===== config.mk =====
export PLATFORM = sky130hd
export DESIGN_NAME = tqv_spi_bridge
export DESIGN_NICKNAME = d
export VERILOG_FILES = /design/src/rtl/tqv_spi_bridge.sv
export SDC_FILE = /design/constraint.sdc
export NUM_CORES = 1
export LEC_CHECK = 0
export BUFFER_PORTS_ARGS = -buffer_cell sky130_fd_sc_hd__buf_2
export CORE_UTILIZATION = 63
export CTS_CLUSTER_SIZE = 16
export DETAILED_ROUTE_END_ITERATION = 8
export HOLD_SLACK_MARGIN = 0.15
export MAX_ROUTING_LAYER = met4
export PLACE_DENSITY = 0.83
export SYNTH_ARGS = -nofsm -noshare
export SYNTH_HDL_FRONTEND = slang
export SYNTH_SLANG_ARGS = --single-unit

===== constraint.sdc =====
create_clock -name clk -period 17.7 [get_ports clk]
set_input_delay 3.54 -clock clk [delete_from_list [all_inputs] [get_ports clk]]
set_output_delay 3.54 -clock clk [all_outputs]
set_load 0.02 [all_outputs]

===== src/rtl/tqv_spi_bridge.sv =====
// SPI-slave bridge onto TinyQV peripheral register buses:
// channel select, burst writes, prefetched burst reads with timeout.
module tqv_spi_bridge #(
  parameter int ADDR_W   = 6,
  parameter int CHANNELS = 2,
  parameter int TIMEOUT  = 64,
  localparam int CH_W    = (CHANNELS > 1) ? $clog2(CHANNELS) : 1
) (
  input  logic                    clk,
  input  logic                    rst,
  input  logic                    spi_cs_n,
  input  logic                    spi_clk,
  input  logic                    spi_mosi,
  output logic                    spi_miso,
  output logic [CH_W-1:0]         chan_sel,
  output logic [ADDR_W-1:0]       address,
  output logic [31:0]             data_in,
  output logic [1:0]              data_write_n,
  output logic [1:0]              data_read_n,
  input  logic [32*CHANNELS-1:0]  data_out,
  input  logic [CHANNELS-1:0]     data_ready,
  output logic                    rd_err,
  output logic                    busy
);
  typedef enum logic [2:0] {
    IDLE, CMD, ADDR, WDATA, RWAIT, RDATA
  } state_e;

  state_e            state_q;
  logic              sclk_q, busy_q, miso_q, rderr_q;
  logic [2:0]        bit_q;
  logic [6:0]        sh_q;
  logic              wr_q, burst_q;
  logic [1:0]        width_q, wn_q, rn_q, wcnt_q;
  logic [CH_W-1:0]   chan_q;
  logic [ADDR_W-1:0] addr_q;
  logic [31:0]       din_q, tx_q, pf_q;
  logic [23:0]       wacc_q;
  logic              wdone_q, adv_q, first_q;
  logic              iss_q, txv_q, pfv_q;
  logic [7:0]        tmr_q;
  logic [4:0]        obit_q;

  logic              rise, fall, byte_done;
  logic              rd_act, rdy, tmo, wlast, olast;
  logic [7:0]        byte_d;
  logic [31:0]       wword_d, rdat, mask, cap_d;
  logic [4:0]        lsh;
  logic [2:0]        nb;
  logic [5:0]        nbits;
  logic [ADDR_W-1:0] nb_a;

  assign rise      = spi_clk & ~sclk_q & ~spi_cs_n;
  assign fall      = ~spi_clk & sclk_q & ~spi_cs_n;
  assign byte_d    = {sh_q, spi_mosi};
  assign byte_done = rise && (bit_q == 3'd7);
  assign wword_d   = {wacc_q, byte_d};
  assign nbits     = {nb, 3'b000};
  assign nb_a      = ADDR_W'(nb);
  assign wlast     = ({1'b0, wcnt_q} == nb - 3'd1);
  assign olast     = ({1'b0, obit_q} == nbits - 6'd1);
  assign rd_act    = (rn_q != 2'b11);
  assign tmo       = (tmr_q == 8'(TIMEOUT - 1));

  always_comb begin
    unique case (width_q)
      2'b00: begin nb = 3'd1; mask = 32'h0000_00ff; lsh = 5'd24; end
      2'b01: begin nb = 3'd2; mask = 32'h0000_ffff; lsh = 5'd16; end
      default: begin nb = 3'd4; mask = 32'hffff_ffff; lsh = 5'd0; end
    endcase
  end

  always_comb begin
    rdat = '0;
    rdy  = 1'b0;
    for (int c = 0; c < CHANNELS; c++) begin
      if (chan_q == CH_W'(c)) begin
        rdat = data_out[32*c +: 32];
        rdy  = data_ready[c];
      end
    end
  end

  // Read words are stored left-aligned so MISO always shifts out bit 31.
  assign cap_d = rdy ? ((rdat & mask) << lsh) : '0;

  always_ff @(posedge clk or posedge rst) begin
    if (rst) begin
      state_q <= IDLE;
      sclk_q  <= 1'b0; busy_q  <= 1'b0;
      miso_q  <= 1'b0; rderr_q <= 1'b0;
      bit_q   <= '0;   sh_q    <= '0;
      wr_q    <= 1'b0; burst_q <= 1'b0;
      width_q <= '0;   wcnt_q  <= '0;
      wn_q    <= 2'b11; rn_q   <= 2'b11;
      chan_q  <= '0;   addr_q  <= '0;
      din_q   <= '0;   tx_q    <= '0;
      pf_q    <= '0;   wacc_q  <= '0;
      wdone_q <= 1'b0; adv_q   <= 1'b0;
      first_q <= 1'b0; iss_q   <= 1'b0;
      txv_q   <= 1'b0; pfv_q   <= 1'b0;
      tmr_q   <= '0;   obit_q  <= '0;
    end else begin
      sclk_q <= spi_clk;
      busy_q <= ~spi_cs_n;
      wn_q   <= 2'b11;
      adv_q  <= 1'b0;
      if (adv_q) addr_q <= addr_q + nb_a;
      if (spi_cs_n) begin
        state_q <= IDLE;
        rn_q    <= 2'b11;
        first_q <= 1'b0; iss_q <= 1'b0;
        txv_q   <= 1'b0; pfv_q <= 1'b0;
      end else begin
        if (rise) begin
          sh_q  <= byte_d[6:0];
          bit_q <= bit_q + 3'd1;
        end
        if (state_q == RWAIT || state_q == RDATA) begin
          if (rd_act) begin
            if (rdy || tmo) begin
              rn_q <= 2'b11;
              if (!rdy) rderr_q <= 1'b1;
              if (first_q) begin
                tx_q    <= cap_d;
                txv_q   <= 1'b1;
                first_q <= 1'b0;
                iss_q   <= burst_q;
              end else begin
                pf_q  <= cap_d;
                pfv_q <= 1'b1;
              end
            end else begin
              tmr_q <= tmr_q + 8'd1;
            end
          end else if (iss_q) begin
            iss_q  <= 1'b0;
            rn_q   <= width_q;
            tmr_q  <= '0;
            addr_q <= addr_q + nb_a;
          end
        end
        unique case (state_q)
          IDLE: begin
            state_q <= CMD;
            bit_q   <= '0;
            rderr_q <= 1'b0;
          end
          CMD: if (byte_done) begin
            wr_q    <= byte_d[7];
            width_q <= (byte_d[6:5] == 2'b11) ? 2'b10 : byte_d[6:5];
            burst_q <= byte_d[4];
            if (32'(byte_d[CH_W-1:0]) >= CHANNELS) chan_q <= '0;
            else chan_q <= byte_d[CH_W-1:0];
            state_q <= ADDR;
          end
          ADDR: if (byte_done) begin
            addr_q  <= byte_d[ADDR_W-1:0];
            wcnt_q  <= '0;
            wacc_q  <= '0;
            wdone_q <= 1'b0;
            if (wr_q) begin
              state_q <= WDATA;
            end else begin
              state_q <= RWAIT;
              rn_q    <= width_q;
              tmr_q   <= '0;
              first_q <= 1'b1;
            end
          end
          WDATA: if (byte_done && !wdone_q) begin
            if (wlast) begin
              din_q  <= wword_d & mask;
              wn_q   <= width_q;
              wcnt_q <= '0;
              wacc_q <= '0;
              if (burst_q) adv_q <= 1'b1;
              else wdone_q <= 1'b1;
            end else begin
              wacc_q <= wword_d[23:0];
              wcnt_q <= wcnt_q + 2'd1;
            end
          end
          RWAIT: if (byte_done) begin
            state_q <= RDATA;
            obit_q  <= '0;
          end
          RDATA: if (fall) begin
            obit_q <= olast ? '0 : obit_q + 5'd1;
            if (obit_q != '0) begin
              miso_q <= tx_q[31];
              tx_q   <= {tx_q[30:0], 1'b0};
            end else if (txv_q) begin
              miso_q <= tx_q[31];
              tx_q   <= {tx_q[30:0], 1'b0};
              txv_q  <= 1'b0;
            end else if (pfv_q) begin
              miso_q <= pf_q[31];
              tx_q   <= {pf_q[30:0], 1'b0};
              pfv_q  <= 1'b0;
              iss_q  <= burst_q;
            end else begin
              miso_q <= 1'b0;
              tx_q   <= '0;
              if (first_q || burst_q) rderr_q <= 1'b1;
            end
            if (obit_q == '0) first_q <= 1'b0;
          end
          default: state_q <= IDLE;
        endcase
      end
    end
  end

  assign spi_miso     = miso_q;
  assign chan_sel     = chan_q;
  assign address      = addr_q;
  assign data_in      = din_q;
  assign data_write_n = wn_q;
  assign data_read_n  = rn_q;
  assign rd_err       = rderr_q;
  assign busy         = busy_q;
endmodule


==> run_results.csv, run 1 <==
group,metric,value,unit
cells_and_area,final_util,0.743,
power_and_ir_drop,seqPwrFrac,0.503,
power_and_ir_drop,ir_worst_vdd,0.0000657,V
grt,grt_pass1_vias,6958,
critical_path,critPathKind,"primary input to register",
floorplanning,die_x,120,microns
worst_hold_path,hp-start,"data_in[3]",
power_and_ir_drop,p_comb_frac,0.069,
clock_tree,clk_root_buffer_cell,"clkbuf_16",
detailed_routing,viasPerCell,6.48,
cells_and_area,n_antenna_cell,0,
synth,synthArstFlopShare,1.00,
clock_tree,post-cts-setup-buffers,0,
sta,setup_violations,0,
critical_path,r2r-start,"width_q[0]",
clock_tree,insertion_delay,0.42,ns
cells_and_area,drive_gt1_frac,0.225,
placement,dp_cells,1105,
grt,globalRouteOverflowTotal,0,
sta,finalHoldViolCount,0,
floorplanning,start_util,0.655,
grt,grt_antenna_before_repair,0,
floorplanning,die_area,0.0145,sq mm
sta,hold_ws,0.473,ns
critical_path,start_kind,"primary input",
cells_and_area,multi_input_area,0.00415,sq mm
flow_run,maxCapViolCount,0,
clock_tree,cts.repair.resized,0,
sta,slew_headroom,0.172,
synth,synth_edf_count,0,
sta,finClkSkew,0.0108,ns
cells_and_area,area_delta_synth_final,13.4,%
placement,io_buffers,116,
detailed_routing,drtPass1Iterations,6,
sta,period_needed,6.06,ns
detailed_routing,ant_nets,0,
floorplanning,row_count,42,
sta,max_freq,0.165,GHz
power_and_ir_drop,p_int,0.000642,W
detailed_routing,wirelength,21900,microns
grt,grtUsageTotal,0.324,
sta,rsz0062_at_grt,"no",
synth,netlist_instances,867,
clock_tree,clkSlewWorstSetupHoldPaths,0.06,ns
floorplanning,die_h,120,microns
cells_and_area,n_fill_cell,963,
critical_path,cp_max_fo,52,
synth,ys_seq_area_frac,0.492,
cells_and_area,layout.cells.non_filler,1137,
detailed_routing,dr_total_vias,7363,
cells_and_area,regArea,0.00434,sq mm
clock_tree,cts_made_buffers,17,
clock_tree,ctsHoldBuffers,0,
critical_path,crit_start,"spi_cs_n",
floorplanning,core-area,0.0135,sq mm
cells_and_area,final_nets,1028,
power_and_ir_drop,p_leak,4.36,nW
sta,period_share,0.342,
power_and_ir_drop,power.switching,0.000200,W
detailed_routing,wl_per_cell,19.3,microns
synth,synth_area,0.00881,sq mm
clock_tree,cts_num_sinks,173,
synth,ys.flop_type,"dfrtp_1",
critical_path,cp.required,18.06,ns
power_and_ir_drop,swShare,0.237,
sta,tns,0,ns
critical_path,cp.arrival,6.42,ns
clock_tree,tritoncts,"built",
synth,avgSynthCellArea,10.2,sq um
floorplanning,ios,117,
synth,yosysWarningCount,0,
detailed_routing,drt_iter0_markers,749,
clock_tree,htreeDepth,4,
placement,hpwl,14000,microns
placement,gp_congestion,0.848,
sta,worstMarginPinSlew,1.23,ns
synth,synth_cell_types,73,
grt,grt_pass1_wl,35500,microns
synth,syn_nets,947,
sta,maxSlewViolCount,0,
power_and_ir_drop,clock_power_share,0.427,
detailed_routing,drc,0,
outcome,status,"completed",
worst_hold_path,min_path_type,"register to register",
clock_tree,clock_tree.buffer_depth,2,
power_and_ir_drop,powerDensity,84.2,mW/mm^2
critical_path,endpoint_kind,"register",
synth,ys_ff_latch,173,
grt,grt_max_degree,101,
layer usage:
layer / GRT usage / routed length [microns] / vias to the layer above / part of all wire
met1: 0.448 / 9520 / 3588 / 0.43
li1: - / - / 3350 / -
met4: 0.106 / 512 / 0 / 0.023
met5: - / 0 / - / 0
met3: 0.0580 / 1680 / 54 / 0.076
met2: 0.490 / 10200 / 371 / 0.47
critical path: stages:
cell and delay (ns):
buf_2 0.10, buf_4 0.29, nor4bb_1 1.08, and4_1 0.37, and2_1 0.72, mux2_2 0.28
state kept, by name (all words and copies together), names as in the netlist, 3 cells and up:
name	count
sh_q	7
obit_q	5
tx_q	32
pf_q	32
bit_q	3
address	6
wacc_q	24
state_q	3
tmr_q	8
data_in	32
cells in the mapped netlist, types with 10 or more instances:
| cell type | count | area (sq um) |
|---|---|---|
| o21ai_0 | 68 | 340 |
| nor2b_1 | 10 | 62.6 |
| clkbuf_1 | 43 | 161 |
| o21a_1 | 22 | 165 |
| a221o_1 | 30 | 300 |
| a22o_1 | 27 | 236 |
| nor2_1 | 28 | 105 |
| mux2i_1 | 18 | 180 |
| a21oi_1 | 53 | 265 |
| inv_1 | 13 | 48.8 |
| o22a_1 | 19 | 166 |
| buf_2 | 18 | 90.1 |
| mux2_2 | 36 | 405 |
| nor3_1 | 10 | 50.1 |
| nand3_1 | 24 | 120 |
| nand2_1 | 130 | 488 |
| dfrtp_1 | 169 | 4230 |
area by class of cell:
class / instances / area share
clock buffers: 24 / 0.0492
multi-input cells: 615 / 0.415
well taps: 176 / 0.0220
repair buffers: 126 / 0.0656
flip-flops and latches: 173 / 0.434
clock inverters: 8 / 0.00851
inverters: 15 / 0.00613
power by group through the flow:
| stage | clock network [W] | registers (W) | logic (W) |
|---|---|---|---|
| 2_1_floorplan | 0 | 0.000425 | 0.0000365 |
| 3_3_place_gp | 0 | 0.000429 | 0.0000557 |
| 3_5_place_dp | 0 | 0.000429 | 0.0000574 |
| 4_1_cts | 0.000363 | 0.000423 | 0.0000584 |
| 5_1_grt | 0.000378 | 0.000425 | 0.0000636 |
| 6_report | 0.000360 | 0.000424 | 0.0000582 |
cells by family after synthesis:
family	share of synthesized area
muxes	0.0835
buffers and inverters	0.0388
AOI/OAI and AO/OA	0.221
and+or+nand+nor	0.137
DFF	0.492
adders and majority gates	0.0159
xor gates and xnor gates	0.0119
stage by stage:
step / setup slack (ns) / power [W] / area [sq um]
final: 11.64 / 0.000841 / 10000
after global routing: 11.36 / 0.000867 / 10000
after detailed placement: 11.34 / 0.000487 / 9420
after floorplan: 9.48 / 0.000462 / 8810
after CTS: 11.70 / 0.000844 / 10000
after global placement: 11.46 / 0.000485 / 9420
placed cells by master, fill, tap and decap left out, types with 17 or more instances in the layout:
cell type / Yosys / layout
dfrtp_1: 169 / 168
nand2_1: 130 / 130
buf_2: 18 / 116
o21ai_0: 68 / 68
a21oi_1: 53 / 53
mux2_2: 36 / 36
a221o_1: 30 / 30
nor2_1: 28 / 27
a22o_1: 27 / 27
nand3_1: 24 / 24
o21a_1: 22 / 22
o22a_1: 19 / 19
mux2i_1: 18 / 17
clkbuf_16: 0 / 17
final timing paths:
check                                    to  slack, ns  depth (start not counted)
worst max-delay path              wcnt_q[0]      11.64                          6
worst max register to register   data_in[5]      14.09                          8
worst min-delay path             data_in[3]       0.47                          2
min in group asynchronous       data_in[22]       3.32                          2
worst min register to register   data_in[3]       0.47                          2
max in group asynchronous        address[1]      12.95                          3
No activity file was read; power rests on OpenSTA's default activity.
==> inputs of run 2 (changes only) <==
CORE_UTILIZATION = 53   (was 63)
PLACE_DENSITY = 0.74   (was 0.83)
clock period = 5.23 ns   (was 17.7 ns; I/O delays follow)
==> run 2 against run 1 <==
Count of clock-buffer cells in the layout down 5; sequential power rose to 3.4 times the previous value; cell count up 3.7%; combinational power rose to 3.4 times the previous value; global-route usage down 3.8 points; cell area up 1.3%; largest cell class unchanged; via count down 1.2%; largest power group unchanged.
==> run_results.csv, run 2 (synthesis results as in run 1) <==
group,metric,value,unit
critical_path,endpoint_kind,"register",
placement,io_buffers,116,
cells_and_area,n_fill_cell,1317,
floorplanning,die_h,131,microns
clock_tree,post-cts-setup-buffers,0,
sta,max_freq,0.291,GHz
cells_and_area,final_cell_mix,"dfrtp_1 (168), nand2_1 (130), buf_2 (116), o21ai_0 (68), a21oi_1 (53)",
grt,grt_pass1_vias,6791,
critical_path,crit_family,"simple AND/OR/NAND/NOR gates",
detailed_routing,wirelength,22700,microns
outcome,status,"completed",
floorplanning,core-area,0.0161,sq mm
cells_and_area,area_delta_synth_final,14.9,%
placement,hpwl,14700,microns
power_and_ir_drop,powerDensity,293,mW/mm^2
cells_and_area,drive_gt1_frac,0.229,
critical_path,critPathBufInv,1,
grt,grtUsageTotal,0.286,
sta,rsz0062_at_grt,"no",
grt,grt_max_degree,174,
grt,grt_pass1_wl,35900,microns
critical_path,cpPeakStageDelay,0.57,ns
clock_tree,clk_root_buffer_cell,"clkbuf_16",
critical_path,cp_max_fo,25,
clock_tree,ctsHoldBuffers,0,
sta,period_share,0.657,
floorplanning,die_x,131,microns
detailed_routing,drt_iter0_markers,721,
grt,grt_antenna_before_repair,0,
sta,worstMarginPinSlew,1.04,ns
worst_hold_path,min_path_type,"register to register",
sta,tns,0,ns
power_and_ir_drop,power,0.00296,W
detailed_routing,wl_per_cell,19.2,microns
clock_tree,cts_made_buffers,17,
critical_path,crit_slowest_cell,"dfrtp_1",
cells_and_area,final_util,0.630,
clock_tree,tritoncts,"built",
cells_and_area,n_antenna_cell,0,
sta,slew_headroom,0.301,
critical_path,critPathKind,"register to register",
placement,gp_congestion,0.906,
detailed_routing,ant_nets,0,
clock_tree,htreeDepth,4,
placement,pre_cts_ws,1.69,ns
power_and_ir_drop,ir_worst_vdd,0.000224,V
detailed_routing,dr_total_vias,7277,
critical_path,cp.required,5.55,ns
clock_tree,clock_tree.buffer_depth,2,
detailed_routing,drtPass1Iterations,5,
clock_tree,insertion_delay,0.44,ns
floorplanning,ios,117,
power_and_ir_drop,p_leak,4.39,nW
sta,finalHoldViolCount,0,
grt,globalRouteOverflowTotal,0,
sta,fin_ws,1.79,ns
detailed_routing,viasPerCell,6.17,
floorplanning,start_util,0.549,
sta,finClkSkew,0.00850,ns
floorplanning,row_count,46,
clock_tree,clkSlewWorstSetupHoldPaths,0.07,ns
flow_run,maxCapViolCount,0,
clock_tree,cts_num_sinks,173,
cells_and_area,layout_commonest_cell,"dfrtp_1",
sta,period_needed,3.44,ns
detailed_routing,drc,0,
clock_tree,cts.repair.resized,0,
sta,setup_violations,0,
sta,maxSlewViolCount,0,
critical_path,crit_chain,"nor2_1, inv_1, ha_1, or3b_2, a21boi_0, o21ai_1, and2_1, mux2_2",
floorplanning,die_area,0.0171,sq mm
cells_and_area,final_nets,1030,
critical_path,cp.arrival,3.76,ns
critical_path,start_kind,"register",
-- run 2: cell count changes in the layout (fill, tap and decap cells not counted) --
| cell | change |
|---|---|
| bufinv_16 | +2 |
| clkinv_4 | -1 |
| a211oi_4 | +1 |
| clkbuf_1 | -3 |
| clkbuf_8 | -2 |
| inv_8 | +1 |
| inv_6 | -1 |
| clkinv_2 | +2 |
| clkinvlp_4 | +2 |
| buf_4 | +1 |
| buf_12 | +1 |
| a211oi_2 | -1 |
-- run 2: routing by layer --
metal | share of wire | track usage | vias to the layer above
li1 | - | - | 3364
met1 | 0.45 | 0.388 | 3562
met2 | 0.46 | 0.430 | 309
met3 | 0.058 | 0.0485 | 42
met4 | 0.025 | 0.110 | 0
met5 | 0 | - | -
-- run 2: worst register-to-register path: cells and delay by family (launching register included) --
kind,cells,cell delay (ns)
AOI/OAI and AO/OA,2,0.40
adders and majority gates,1,0.32
buffers and inverters,1,0.30
DFF,1,0.57
muxes,1,0.41
and+or+nand+nor,3,1.31
-- run 2: area by class of cell --
| type | instances | area (sq um) | share of cell area |
|---|---|---|---|
| tap | 216 | 270 | 0.0267 |
| multi-input combinational | 615 | 4150 | 0.410 |
| clock buffer | 19 | 453 | 0.0448 |
| timing repair buffer | 128 | 683 | 0.0675 |
| inverter | 15 | 60.1 | 0.00593 |
| clock inverter | 13 | 165 | 0.0163 |
| sequential | 173 | 4340 | 0.428 |
-- run 2: metrics by stage --
step           hold WS (ns)  instance area [sq um]  instances
2_1_floorplan         0.449                   8810        867
3_3_place_gp          0.459                   9500       1147
3_5_place_dp          0.465                   9500       1147
4_1_cts               0.480                  10100       1179
5_1_grt               0.500                  10100       1179
6_report              0.474                  10100       1179
-- run 2: final timing paths --
check	from	endpoint	slack (ns)	cells after the start
hold / removal	data_in[28]	data_in[28]	0.47	2
max in group asynchronous	rst	first_q	3.63	3
setup / recovery	width_q[0]	wcnt_q[0]	1.79	8
hold reg to reg	data_in[28]	data_in[28]	0.47	2
setup reg to reg	width_q[0]	wcnt_q[0]	1.79	8
min in group asynchronous	rst	data_in[25]	0.87	3
-- run 2: power breakdown --
group	internal, W	switching, W
Combinational	0.0000862	0.000113
Clock	0.000779	0.000554
Sequential	0.00138	0.0000528
Total	0.00224	0.000720
==> inputs of run 3 (changes only) <==
clock period = 2.9 ns   (was 5.23 ns; I/O delays follow)
==> run 3 against run 2 <==
Critical path depth up 1; global-route usage rose by 0.36 points; non-clock buffer count increased by 24; routed wire length is 0.91% lower; worst setup slack got worse by 1.5 ns; critical endpoint unchanged; hold slack worse by 0.19 ns; first-iteration DRC count fell by 7.2%; sequential power up 80%; via count increased by 0.37%.
==> run_results.csv, run 3 (synthesis results as in run 1) <==
group,metric,value,unit
clock_tree,cts_made_buffers,17,
detailed_routing,wirelength,22500,microns
grt,grt_pass1_wl,36400,microns
cells_and_area,n_fill_cell,1300,
grt,grt_pass1_vias,6969,
clock_tree,clk_root_buffer_cell,"clkbuf_16",
detailed_routing,viasPerCell,6.07,
sta,tns,0,ns
critical_path,start_kind,"register",
critical_path,cp.arrival,2.89,ns
placement,io_buffers,116,
cells_and_area,drive_gt1_frac,0.247,
clock_tree,clock_tree.buffer_depth,2,
detailed_routing,drtPass1Iterations,5,
grt,globalRouteOverflowTotal,0,
detailed_routing,wl_met2,10700,microns
detailed_routing,dr_total_vias,7304,
sta,period_needed,2.57,ns
cells_and_area,area_delta_synth_final,17.3,%
floorplanning,start_util,0.549,
placement,hpwl,15400,microns
critical_path,cpPeakStageDelay,0.44,ns
detailed_routing,wl_per_cell,18.7,microns
sta,worstMarginPinSlew,0.779,ns
power_and_ir_drop,p_leak,4.51,nW
floorplanning,row_count,46,
grt,grt_antenna_before_repair,0,
critical_path,cp_max_fo,25,
grt,grt_max_degree,61,
cells_and_area,fin_area,0.0103,sq mm
floorplanning,ios,117,
floorplanning,die_area,0.0171,sq mm
sta,maxSlewViolCount,0,
sta,setup_violations,0,
detailed_routing,drt_iter0_markers,669,
placement,gp_congestion,0.922,
clock_tree,post-cts-setup-buffers,0,
cells_and_area,layout_commonest_cell,"dfrtp_1",
clock_tree,htreeDepth,4,
sta,period_share,0.888,
clock_tree,insertion_delay,0.43,ns
critical_path,path_common_cell,"buf_4",
cells_and_area,multi_input_area,0.00415,sq mm
power_and_ir_drop,ir_worst_vdd,0.000440,V
sta,rsz0062_at_grt,"no",
clock_tree,ctsHoldBuffers,0,
flow_run,maxCapViolCount,0,
power_and_ir_drop,powerDensity,510,mW/mm^2
critical_path,crit_chain,"buf_4, nand2_1, ha_1, or3b_2, a21boi_0, o21ai_1, and2_1, buf_4, mux2_2",
sta,max_freq,0.388,GHz
critical_path,r2r-start,"width_q[0]",
critical_path,crit_slowest_cell,"or3b_2",
cells_and_area,n_antenna_cell,0,
cells_and_area,regArea,0.00434,sq mm
floorplanning,core-area,0.0161,sq mm
cells_and_area,final_cell_mix,"dfrtp_1 (168), nand2_1 (130), buf_2 (116), o21ai_0 (68), a21oi_1 (53)",
clock_tree,cts.repair.resized,0,
detailed_routing,dr_wl_met3,1100,microns
placement,placed_cell_area,0.00974,sq mm
outcome,status,"completed",
floorplanning,die_h,131,microns
cells_and_area,final_nets,1054,
grt,grtUsageTotal,0.289,
detailed_routing,ant_nets,0,
clock_tree,cts_num_sinks,173,
critical_path,endpoint_kind,"register",
critical_path,cp.required,3.22,ns
sta,finalHoldViolCount,0,
critical_path,crit_start,"width_q[0]",
detailed_routing,drc,0,
detailed_routing,wl_met1,10300,microns
worst_hold_path,min_path_type,"primary input to asynchronous set/reset pin",
clock_tree,tritoncts,"built",
floorplanning,die_x,131,microns
sta,finClkSkew,0.00812,ns
clock_tree,clkSlewWorstSetupHoldPaths,0.07,ns
detailed_routing,top_layer_used,"met4",
sta,slew_headroom,0.478,
critical_path,critPathKind,"register to register",
==> run 3: per-stage QoR <==
stage / instances / hold WS [ns] / utilization / power (W) / worst slack [ns]
2_1_floorplan: 867 / 0.449 / - / 0.00282 / 0.0348
3_3_place_gp: 1171 / 0.457 / 0.606 / 0.00298 / 0.449
3_5_place_dp: 1171 / 0.466 / 0.606 / 0.00299 / 0.360
4_1_cts: 1203 / 0.291 / 0.644 / 0.00530 / 0.324
5_1_grt: 1203 / 0.301 / 0.644 / 0.00545 / 0.138
6_report: 1203 / 0.289 / 0.644 / 0.00527 / 0.326
==> run 3: cell type report <==
type	count	share of cell area
inverters	15	0.00581
flip-flops and latches	173	0.419
repair buffers	152	0.0896
well taps	216	0.0262
clock inverters	13	0.0149
clock buffers	19	0.0429
multi-input cells	615	0.401
==> run 3: final timing paths <==
path | to | slack, ns | cells past startpoint
max in group asynchronous | data_in[5] | 1.91 | 3
worst min register to register | data_in[19] | 0.48 | 2
worst min-delay path | data_in[30] | 0.29 | 2
worst max register to register | wcnt_q[0] | 0.33 | 9
worst max-delay path | wcnt_q[0] | 0.33 | 9
min in group clk | sclk_q | 0.30 | 1
==> run 3: per-layer routing <==
layer	global-route usage	up-vias
met5	-	-
met4	0.102	0
met3	0.0460	29
met2	0.444	207
met1	0.391	3649
li1	-	3419
==> run 3: power breakdown <==
part | internal (W) | total, W | leakage (nW) | switching [W]
sequential | 0.00248 | 0.00257 | 2.23 | 0.0000909
combinational | 0.000169 | 0.000376 | 1.99 | 0.000207
clock | 0.00131 | 0.00232 | 0.284 | 0.00100
total | 0.00397 | 0.00527 | 4.51 | 0.00130
==> run 3: worst max-delay path: cells and delay by family (launching register included) <==
family,cells,cell delay (ns)
compound gates,2,0.41
simple gates,3,0.70
buf+inv,2,0.42
flops,1,0.40
fa+ha+maj,1,0.26
mux,1,0.28
